File: src/rtl/spi_responder.sv
// SPI mode-3 responder with a 40-bit frame (write flag, 7-bit address, 32-bit data) and a
// small register file. The read response is pipelined by one frame.
module spi_responder #(
  parameter int unsigned NUM_REGS    = 16,
  parameter int unsigned SYNC_STAGES = 2
) (
  input  logic                        clk_in,
  input  logic                        reset_n_in,
  input  logic                        sclk_in,
  input  logic                        cs_n_in,
  input  logic                        serial_in,
  output logic                        serial_out,
  output logic                        serial_oe_out,
  input  logic [7:0]                  status_in,
  output logic                        wr_valid_out,
  output logic [6:0]                  wr_addr_out,
  output logic [31:0]                 wr_data_out,
  input  logic [$clog2(NUM_REGS)-1:0] rd_addr_in,
  output logic [31:0]                 rd_data_out,
  output logic                        frame_err_out
);

  localparam int unsigned AW       = $clog2(NUM_REGS);
  localparam logic [7:0]  NumRegs8 = 8'(NUM_REGS);

  typedef enum logic [1:0] {StIdle, StShift, StCommit} state_e;

  state_e                   state_q, state_d;
  logic [SYNC_STAGES-1:0]   sclk_sync_q, cs_sync_q, sdi_sync_q;
  logic                     sclk_prev_q, cs_prev_q;
  logic [5:0]               cnt_q, cnt_d;
  logic [39:0]              tx_q, tx_d, rx_q, rx_d;
  logic [6:0]               rd_ptr_q, rd_ptr_d;
  logic [31:0]              regs_q [NUM_REGS];
  logic [31:0]              regs_d [NUM_REGS];
  logic                     wr_valid_q, wr_valid_d, frame_err_q, frame_err_d;
  logic [6:0]               wr_addr_q, wr_addr_d;
  logic [31:0]              wr_data_q, wr_data_d;

  logic sclk_s, cs_s, sdi_s, sclk_rise, sclk_fall, cs_fall, load;
  logic [6:0] frame_addr;

  assign sclk_s     = sclk_sync_q[SYNC_STAGES-1];
  assign cs_s       = cs_sync_q[SYNC_STAGES-1];
  assign sdi_s      = sdi_sync_q[SYNC_STAGES-1];
  assign sclk_rise  = sclk_s & ~sclk_prev_q;
  assign sclk_fall  = ~sclk_s & sclk_prev_q;
  assign cs_fall    = ~cs_s & cs_prev_q;
  assign frame_addr = rx_q[38:32];

  always_comb begin
    state_d     = state_q;
    cnt_d       = cnt_q;
    tx_d        = tx_q;
    rx_d        = rx_q;
    rd_ptr_d    = rd_ptr_q;
    regs_d      = regs_q;
    wr_valid_d  = 1'b0;
    wr_addr_d   = wr_addr_q;
    wr_data_d   = wr_data_q;
    frame_err_d = 1'b0;
    load        = 1'b0;
    unique case (state_q)
      StIdle: begin
        if (cs_fall) load = 1'b1;
      end
      StShift: begin
        if (cs_s) begin
          state_d = StCommit;
        end else begin
          if (sclk_rise) begin
            rx_d  = {rx_q[38:0], sdi_s};
            cnt_d = (cnt_q == 6'd41) ? cnt_q : cnt_q + 6'd1;
          end
          if (sclk_fall && cnt_q != 6'd0) tx_d = {tx_q[38:0], 1'b0};
        end
      end
      StCommit: begin
        state_d = StIdle;
        if (cnt_q == 6'd40) begin
          rd_ptr_d = frame_addr;
          if (rx_q[39]) begin
            wr_valid_d = 1'b1;
            wr_addr_d  = frame_addr;
            wr_data_d  = rx_q[31:0];
            if ({1'b0, frame_addr} < NumRegs8) regs_d[frame_addr[AW-1:0]] = rx_q[31:0];
          end
        end else begin
          frame_err_d = 1'b1;
        end
        // A new frame starting during COMMIT sees this frame's pointer and write.
        if (cs_fall) load = 1'b1;
      end
      default: state_d = StIdle;
    endcase
    if (load) begin
      state_d = StShift;
      cnt_d   = 6'd0;
      rx_d    = '0;
      tx_d    = {status_in,
                 ({1'b0, rd_ptr_d} < NumRegs8) ? regs_d[rd_ptr_d[AW-1:0]] : 32'd0};
    end
  end

  always_ff @(posedge clk_in or negedge reset_n_in) begin
    if (!reset_n_in) begin
      state_q     <= StIdle;
      sclk_sync_q <= '1;
      cs_sync_q   <= '1;
      sdi_sync_q  <= '0;
      sclk_prev_q <= 1'b1;
      cs_prev_q   <= 1'b1;
      cnt_q       <= '0;
      tx_q        <= '0;
      rx_q        <= '0;
      rd_ptr_q    <= '0;
      wr_valid_q  <= 1'b0;
      wr_addr_q   <= '0;
      wr_data_q   <= '0;
      frame_err_q <= 1'b0;
      for (int unsigned i = 0; i < NUM_REGS; i++) regs_q[i] <= '0;
    end else begin
      state_q     <= state_d;
      sclk_sync_q <= {sclk_sync_q[SYNC_STAGES-2:0], sclk_in};
      cs_sync_q   <= {cs_sync_q[SYNC_STAGES-2:0], cs_n_in};
      sdi_sync_q  <= {sdi_sync_q[SYNC_STAGES-2:0], serial_in};
      sclk_prev_q <= sclk_s;
      cs_prev_q   <= cs_s;
      cnt_q       <= cnt_d;
      tx_q        <= tx_d;
      rx_q        <= rx_d;
      rd_ptr_q    <= rd_ptr_d;
      wr_valid_q  <= wr_valid_d;
      wr_addr_q   <= wr_addr_d;
      wr_data_q   <= wr_data_d;
      frame_err_q <= frame_err_d;
      regs_q      <= regs_d;
    end
  end

  assign serial_oe_out = (state_q == StShift);
  assign serial_out    = (state_q == StShift) ? tx_q[39] : 1'b0;
  assign wr_valid_out  = wr_valid_q;
  assign wr_addr_out   = wr_addr_q;
  assign wr_data_out   = wr_data_q;
  assign frame_err_out = frame_err_q;
  assign rd_data_out   = regs_q[rd_addr_in];

endmodule

File: config.mk
export PLATFORM = sky130hd
export DESIGN_NAME = spi_responder
export DESIGN_NICKNAME = d
export VERILOG_FILES = /design/src/rtl/spi_responder.sv
export SDC_FILE = /design/constraint.sdc
export NUM_CORES = 1
export LEC_CHECK = 0
export BUFFER_PORTS_ARGS = -buffer_cell sky130_fd_sc_hd__buf_2
export CAP_MARGIN = 25
export CORE_MARGIN = 5
export CORE_UTILIZATION = 33
export DETAILED_ROUTE_END_ITERATION = 8
export PLACE_DENSITY = 0.59
export SLEW_MARGIN = 20
export SYNTH_ARGS = -nofsm -noshare
export SYNTH_HDL_FRONTEND = slang
export SYNTH_SLANG_ARGS = --single-unit
File: constraint.sdc
create_clock -name clk_in -period 4.9 [get_ports clk_in]
set_input_delay 0.245 -clock clk_in [delete_from_list [all_inputs] [get_ports clk_in]]
set_output_delay 0.245 -clock clk_in [all_outputs]
set_load 0.005 [all_outputs]
## Word level (Yosys, flattened, before mapping)

Index checks and enable logic that the tools add are counted.

- Add/sub/neg operators: 1
- $lt $le $gt $ge: 6
- Equality and inequality tests: 8
- Mux-type cells: 40
- Bitwise operators: 9
- Reductions and logical operators: 13

Operators with widths:

| cell | count |
|---|---|
| $mux W512 | 4 |
| $bwmux W512 | 1 |
| $mux W40 | 8 |
| $bmux W32 S4 | 2 |
| $mux W32 | 6 |
| $demux W32 S4 | 1 |
| $mux W6 | 5 |
| $ge A5 B5 Y1 const B | 3 |
| $not A4 Y5 | 3 |
| $lt A7 B5 Y1 const B | 2 |
| $mux W7 | 2 |
| $eq A6 B6 Y1 const B | 2 |
| $reduce_and A3 Y1 | 3 |
| $mux W1 | 8 |
| $add A6 B1 Y6 const B | 1 |
| $reduce_bool A2 Y1 | 3 |
| $reduce_bool A6 Y1 | 1 |
| $lt A5 B1 Y1 const B | 1 |
| $mux W2 | 2 |
| $ne A2 B2 Y1 const B | 2 |
| $pmux W2 S2 | 1 |
| $reduce_and A4 Y1 | 1 |
| $and A1 B1 Y1 | 3 |
| $ne A3 B1 Y1 const B | 1 |
| other kinds (8) | 11 |

- Bits in registers: 656
- Input bits: 17
- Output and inout bits: 75

## Longest topological paths before layout

Gate-level depths: netlist of run 1.

- Depth in word-level cells: 15
- Gate-level depth with buffers: 15
- Gate-level depth less buffers: 11

## Worst setup path before layout of run 1

OpenSTA, ideal clock, no wires.

- Path type: flip-flop to flip-flop
- Start point: register cnt_q[0]
- End point: register tx_q[18]
- Arrival: 2635 ps
- Path slack: 2142 ps
- Stages on the path, launching flop included: 13
- Buffers on the path: 3
- Cell sequence: dfrtp_1 > inv_1 > ha_1 > nor4bb_1 > buf_2 > buf_2 > nand4_1 > buf_2 > nand2_1 > nand3_1 > o2111a_1 > or4_1 > o221a_2

- Word-level cells in the longest chain between the ends: 9
- Elaborated cells on any way between the ends: 16
- Those cells by class: order compare: 1; eq/ne: 1; mux: 9; bitwise: 1; reduce/logical: 4

RTL lines:

| item | RTL line | RTL |
|---|---|---|
| start, declared | 31 | `logic [5:0] cnt_q, cnt_d;` |
| start signal, assigned | 129 | `cnt_q <= cnt_d;` |
| $eq A6 B6 Y1 | 80 | `if (cnt_q == 6'd40) begin` |
| $mux W7 | 80 |  |
| $mux W7 | 63 | `unique case (state_q)` |
| $not A4 Y5 (not written as such) | 101 | `({1'b0, rd_ptr_d} < NumRegs8) ? regs_d[rd_ptr_d[AW-1:0]] : 32'd0};` |
| $bmux W32 S4 | 101 |  |
| $mux W32 (not written as such) (2 in a row) | 101 |  |
| $mux W32 | 101 |  |
| $mux W40 | 96 | `if (load) begin` |
| end signal, assigned | 130 | `tx_q <= tx_d;` |
| end, declared | 32 | `logic [39:0] tx_q, tx_d, rx_q, rx_d;` |

Parallel ways exist; a longest one is shown, timed or not. The select of a mux whose other input is x is not followed.
A chain may end at the register's enable or synchronous reset.

## Worst setup path in the final report of run 1

- Start point: register cnt_q[3]
- End point: register tx_q[15]

Same word-level chain as after synthesis.

==> metrics, run 1 <==
Crit-path slowest cell=nand2_1; CP top delay family=simple AND/OR/NAND/NOR gates; layout cells sized above 1=between 20 and 30%; Via density=around 6.0; slowest cell delay on critical path=between 0.6 and 0.7 ns; Post-Syn Instances=~3400; Post-Syn Area per Cell=approximately 10 um^2; DP Wirelength=slightly above 80000 um; total wire length=roughly 130000 um; # nets final=roughly 3400; Hold Path Class=in2async; vias in the first global route=between 20000 and 30000; grt ovf=0; clock-pin slew on the worst setup and hold paths=about 0.060 ns; clk_skew=about 0.022 ns; DRC Markers=0; global-route wire length before repair=roughly 200000 um; critical path, cell by cell=and3b_1 > nand2_1 > a21oi_4 > buf_4 > nand2_1 > o22ai_1 > nor2_1 > o31ai_1 > o22ai_1; Critical Path RT=about 5.4 ns; FP Rows=between 100 and 150; Ys Warns=0; DIE AREA=0.1118 mm^2; CTS tree=yes; Util after Layout=37.77%; Mapped Nets=3398; Peak Freq=254.7 MHz; First-pass DRT Iterations=5; ys async rst share=100.0%; root buffer selected by CTS=clkbuf_16; Worst setup SP type=flop; Pwr Density=approximately 300 mW/mm^2; total track usage=between 20% and 30%; Die Width=between 300 and 400 um; crit path time final=a little under 4 ns; final setup fails=0; total CTS buffers=73; pin count of the biggest net entering global routing=113; number of flops mapped to enable cells by yosys=0; Clock Latency Late Sink=around 0.65 ns; antenna violations before repair=3; Final ANT Viol Nets=0; Static Leakage=approximately 19 nW; critical path arrival=4.42 ns; htree depth=3; Avg WL per Cell=around 28 um; worst IR drop on VDD=0.2110 mV; synth unique cells=87; Slew Limit Fails=0; RSZ-0062 raised after global routing=no; cts repair resizes=0; Crit Path Category=reg2reg; outcome=complete, no violations; gpl congestion=about 0.97; WHS=~0.26 ns; clk sinks=~660; Setup Buffers After CTS=0; Layout area overhead=14.06%; Hold Fails Final Rpt=0; max_cap viols=0; Initial Utilization=33.11%; CP Buf/Inv Count=1; setup TNS=0 ns; Clock Tree Buf Depth=3; #FFs+latches synth=around 660; most frequent cells in the layout=nand2_1 (889), dfrtp_1 (650), mux2_2 (312), nor2_1 (224), mux4_2 (160); First DRT Iteration DRCs=3496; crit end category=flop; Tcrit/Tclk final=80.14%; most common cell after layout, fill and taps aside=nand2_1; Worst Path Max Fanout=between 40 and 50; Primary FF master, synth=dfrtp_1; CORE AREA=0.1048 mm^2; I/O pin count=92; Post-CTS Hold Fix Bufs=12; die span in y=approximately 330 um; mapped cell area=between 0.03 and 0.04 mm^2; relative max-transition margin=approximately 25%; Seq/Total Area, Yosys=a little under half; Worst-Margin Slew=roughly 1.1 ns; I/O Buffers=91; DR vias=around 29000
final timing paths:
path	startpoint	to	slack, ns	cells after the start
worst max-delay path	cnt_q[3]	tx_q[15]	0.97	9
worst min-delay path	reset_n_in	wr_data_out[12]	0.26	2
worst max register to register	cnt_q[3]	tx_q[15]	0.97	9
worst min register to register	sclk_sync_q[0]	sclk_sync_q[1]	0.35	0
max in group asynchronous	reset_n_in	regs_q[289]	3.26	3
min in group clk_in	cs_n_in	cs_sync_q[0]	0.26	2
worst register-to-register path, delay by kind of cell (launching register included):
kind	cells	cell delay [ns]
AO/OA/AOI/OAI	4	1.09
buffers and inverters	1	0.50
AND/OR/NAND/NOR	4	1.70
flip-flops	1	0.49
cell families (layout without fill, tap and decap cells):
group           after synthesis  in the layout  synth area share, %
simple gates               1342           1342                16.37
flops                       656            656                47.32
compound gates              528            528                10.47
mux                         512            512                21.74
buf+inv                     333            391                3.886
xor+xnor                      4              4               0.1010
fa+ha+maj                     3              3               0.1082
other cells                   0              3                    0
state kept, by name, summed over array words and instances, names as in the netlist, 2 cells and up:
signal       count
wr_data_out     32
sclk_sync_q      2
regs_q         512
cs_sync_q        2
wr_addr_out      7
cnt_q            6
tx_q            40
rd_ptr_q         7
rx_q            40
sdi_sync_q       2
state_q          2
Yosys cell counts, types with 8 or more instances:
cell	count	share of area, %
o211ai_1	30	0.65
mux4_2	160	10
inv_1	20	0.22
or3_1	11	0.20
o311ai_0	16	0.40
dfrtp_1	650	47
nand4_1	23	0.41
a311oi_1	18	0.45
o221ai_1	62	1.6
nor3b_1	8	0.17
a21oi_1	100	1.4
o31ai_1	15	0.32
nand2_1	892	9.6
mux2_2	312	10
a31oi_1	11	0.20
clkbuf_1	215	2.3
buf_2	54	0.78
o22ai_1	89	1.6
nand3_1	28	0.40
a22oi_1	9	0.19
a211oi_1	21	0.45
a311o_1	9	0.26
mux2i_1	36	1.0
o41ai_1	8	0.20
o21ai_0	80	1.2
buf_1	35	0.38
a41oi_1	16	0.40
nor2_1	227	2.5
nor3_1	73	1.1
nand2b_1	26	0.47
cell type report:
cell class / instances / area [um^2]
clock buffer: 107 / 2195
multi-input combinational: 2389 / 17070
inverter: 22 / 87.58
clock inverter: 26 / 309.0
antenna: 3 / 7.507
sequential: 656 / 16420
timing repair buffer: 236 / 1752
tap: 1391 / 1740
fill: 10360 / 65240
per-stage QoR:
stage | setup WS, ns | power (W) | instances | area (um^2)
after floorplan | 2.142 | 0.005829 | 3378 | 34700
after global placement | 1.146 | 0.006105 | 4679 | 36920
after detailed placement | 1.053 | 0.006106 | 4681 | 36940
after CTS | 1.046 | 0.01189 | 4826 | 39560
after global routing | 0.7691 | 0.01215 | 4827 | 39580
final | 0.9732 | 0.01182 | 4830 | 39590
per-layer routing:
| metal | share of wire, % | track usage (%) |
|---|---|---|
| met5 | 0 | 0 |
| met4 | 5.2 | 10.46 |
| met3 | 9.2 | 5.435 |
| met2 | 45 | 35.89 |
| met1 | 41 | 31.39 |
power by group:
part | switching, W | internal (W) | total [W]
Sequential | 0.0000670 | 0.00547 | 0.00553
Clock | 0.00242 | 0.00339 | 0.00580
Combinational | 0.000331 | 0.000153 | 0.000484
(Power assumes the default switching activity.)
==> inputs of run 2 (changes only) <==
clock period = 3.7 ns   (was 4.9 ns; I/O delays follow)
==> metrics, run 2 (synthesized netlist as in run 1, its figures left out) <==
relative max-transition margin=a little over a quarter; root buffer selected by CTS=clkbuf_16; clock-pin slew on the worst setup and hold paths=0.07 ns; Top cell by count, worst path=a21oi_1; Peak Freq=between 200 and 300 MHz; cells on worst reg2reg path=10; FF-to-FF End=tx_q[4]; DP Wirelength=about 84000 um; Via density=~6.0; Worst Path Max Fanout=26; Worst-Margin Slew=1.103 ns; most frequent cells in the layout=nand2_1 (889), dfrtp_1 (650), mux2_2 (312), nor2_1 (223), buf_4 (163); Hold Path Class=in2async; Final ANT Viol Nets=0; # nets final=around 3400; I/O Buffers=slightly above 90; cts repair resizes=0; Tcrit/Tclk final=a little over nine tenths; CTS tree=yes; clk_skew=around 0.034 ns; Static Leakage=around 19 nW; RR Startpoint=rx_q[35]; WL met2=a little over 60000 um; Setup Buffers After CTS=0; die span in y=~330 um; Top Registers=regs_q x512, rx_q x40, tx_q x40; htree depth=3; gpl congestion=0.9451; max_cap viols=0; r2r setup slk=0.23 ns; CP Buf/Inv Count=2; pin count of the biggest net entering global routing=approximately 120; total CTS buffers=73; crit path time final=3.468 ns; most common cell after layout, fill and taps aside=nand2_1; antenna violations before repair=3; global-route wire length before repair=around 200000 um; clk sinks=~660; Hold Fails Final Rpt=0; final setup fails=0; outcome=complete, no violations; Crit. Startpoint=rx_q[35]; max FFs per register=between 500 and 600; Slew Limit Fails=0; RSZ-0062 raised after global routing=no; First DRT Iteration DRCs=about 4000; layout cells sized above 1=a little over a quarter; Crit Path Category=reg2reg; Metal-1 WL=53920 um; Clock Latency Late Sink=0.66 ns; CP endpoint=tx_q[4]; slowest cell delay on critical path=about 0.84 ns; critical path arrival=4.05 ns; FP Rows=roughly 120; critical path, cell by cell=or4b_1 > nor4_4 > buf_12 > or3_1 > buf_4 > o22a_1 > a211oi_1 > a21oi_1 > nand4_1 > a21oi_1; Largest Register=regs_q; stages on the worst setup path=10; Worst setup SP type=flop; total track usage=23.99%; Clock Tree Buf Depth=3; CP top delay family=simple AND/OR/NAND/NOR gates; worst IR drop on VDD=roughly 0.36 mV; DR vias=around 29000; vias in the first global route=between 20000 and 30000; DIE AREA=roughly 0.11 mm^2; setup TNS=0 ns; I/O pin count=92; Die Width=334.3 um; Util after Layout=between 30% and 40%; Top Metal Used=met4; Initial Utilization=about 33%; crit end category=flop; grt ovf=0; Layout area overhead=15.51%; Avg WL per Cell=between 20 and 30 um; Post-CTS Hold Fix Bufs=12; CORE AREA=0.1048 mm^2; First-pass DRT Iterations=5; Met3 Routed Length=between 10000 and 15000 um; DRC Markers=0; Crit-path slowest cell=or4b_1; Critical Path RT=roughly 4.3 ns; total wire length=roughly 140000 um; fillers=10260; Pwr Density=around 400 mW/mm^2
run 2: cell count changes in the layout (fill, tap and decap cells not counted), sizes merged:
cell and delta:
buf +48, bufinv +3, clkbuf +4, clkinv -3, clkinvlp -4, diode -2
inv -4
run 2: worst min-delay path by stage:
stage / from / end / slack, ns / cells after the start
final: reset_n_in / regs_q[493] / 0.12 / 2
after global placement: reset_n_in / regs_q[397] / 0.22 / 1
after detailed placement: reset_n_in / regs_q[397] / 0.24 / 1
after CTS: reset_n_in / regs_q[163] / 0.14 / 2
after floorplan: reset_n_in / cnt_q[0] / -0.11 / 0
after global routing: reset_n_in / regs_q[493] / 0.18 / 2
run 2: power by group:
part / total, W / switching (W) / internal (W)
combinational: 0.000662 / 0.000452 / 0.000210
clock: 0.00790 / 0.00315 / 0.00475
sequential: 0.00733 / 0.0000875 / 0.00724
total: 0.0159 / 0.00368 / 0.0122
run 2: layout make-up:
type	instances	area, um^2	share of cell area [%]
multi-input cells	2389	17070	42.58
flip-flops and latches	656	16420	40.97
clock buffers	111	2253	5.621
repair buffers	284	2200	5.487
well taps	1391	1740	4.342
clock inverters	18	311.5	0.7772
inverters	22	87.58	0.2185
diodes	1	2.502	0.006243
run 2: per-layer routing:
metal	vias to the layer above	GRT usage (%)
met5	-	0
met4	0	11.43
met3	422	6.084
met2	1818	36.33
met1	14780	32.32
li1	12230	-
run 2: metrics by stage:
| step | setup slack, ns | hold WS, ns | cell area, um^2 | power, W | std cells |
|---|---|---|---|---|---|
| 5_1_grt | 0.09228 | 0.1751 | 40080 | 0.01634 | 4871 |
| 4_1_cts | 0.3449 | 0.1421 | 40080 | 0.01599 | 4871 |
| 2_1_floorplan | 0.9420 | -0.1106 | 34700 | 0.007720 | 3378 |
| 3_5_place_dp | 0.3889 | 0.2360 | 37400 | 0.008108 | 4730 |
| 3_3_place_gp | 0.4320 | 0.2228 | 37400 | 0.008103 | 4730 |
| 6_report | 0.2321 | 0.1238 | 40090 | 0.01589 | 4872 |
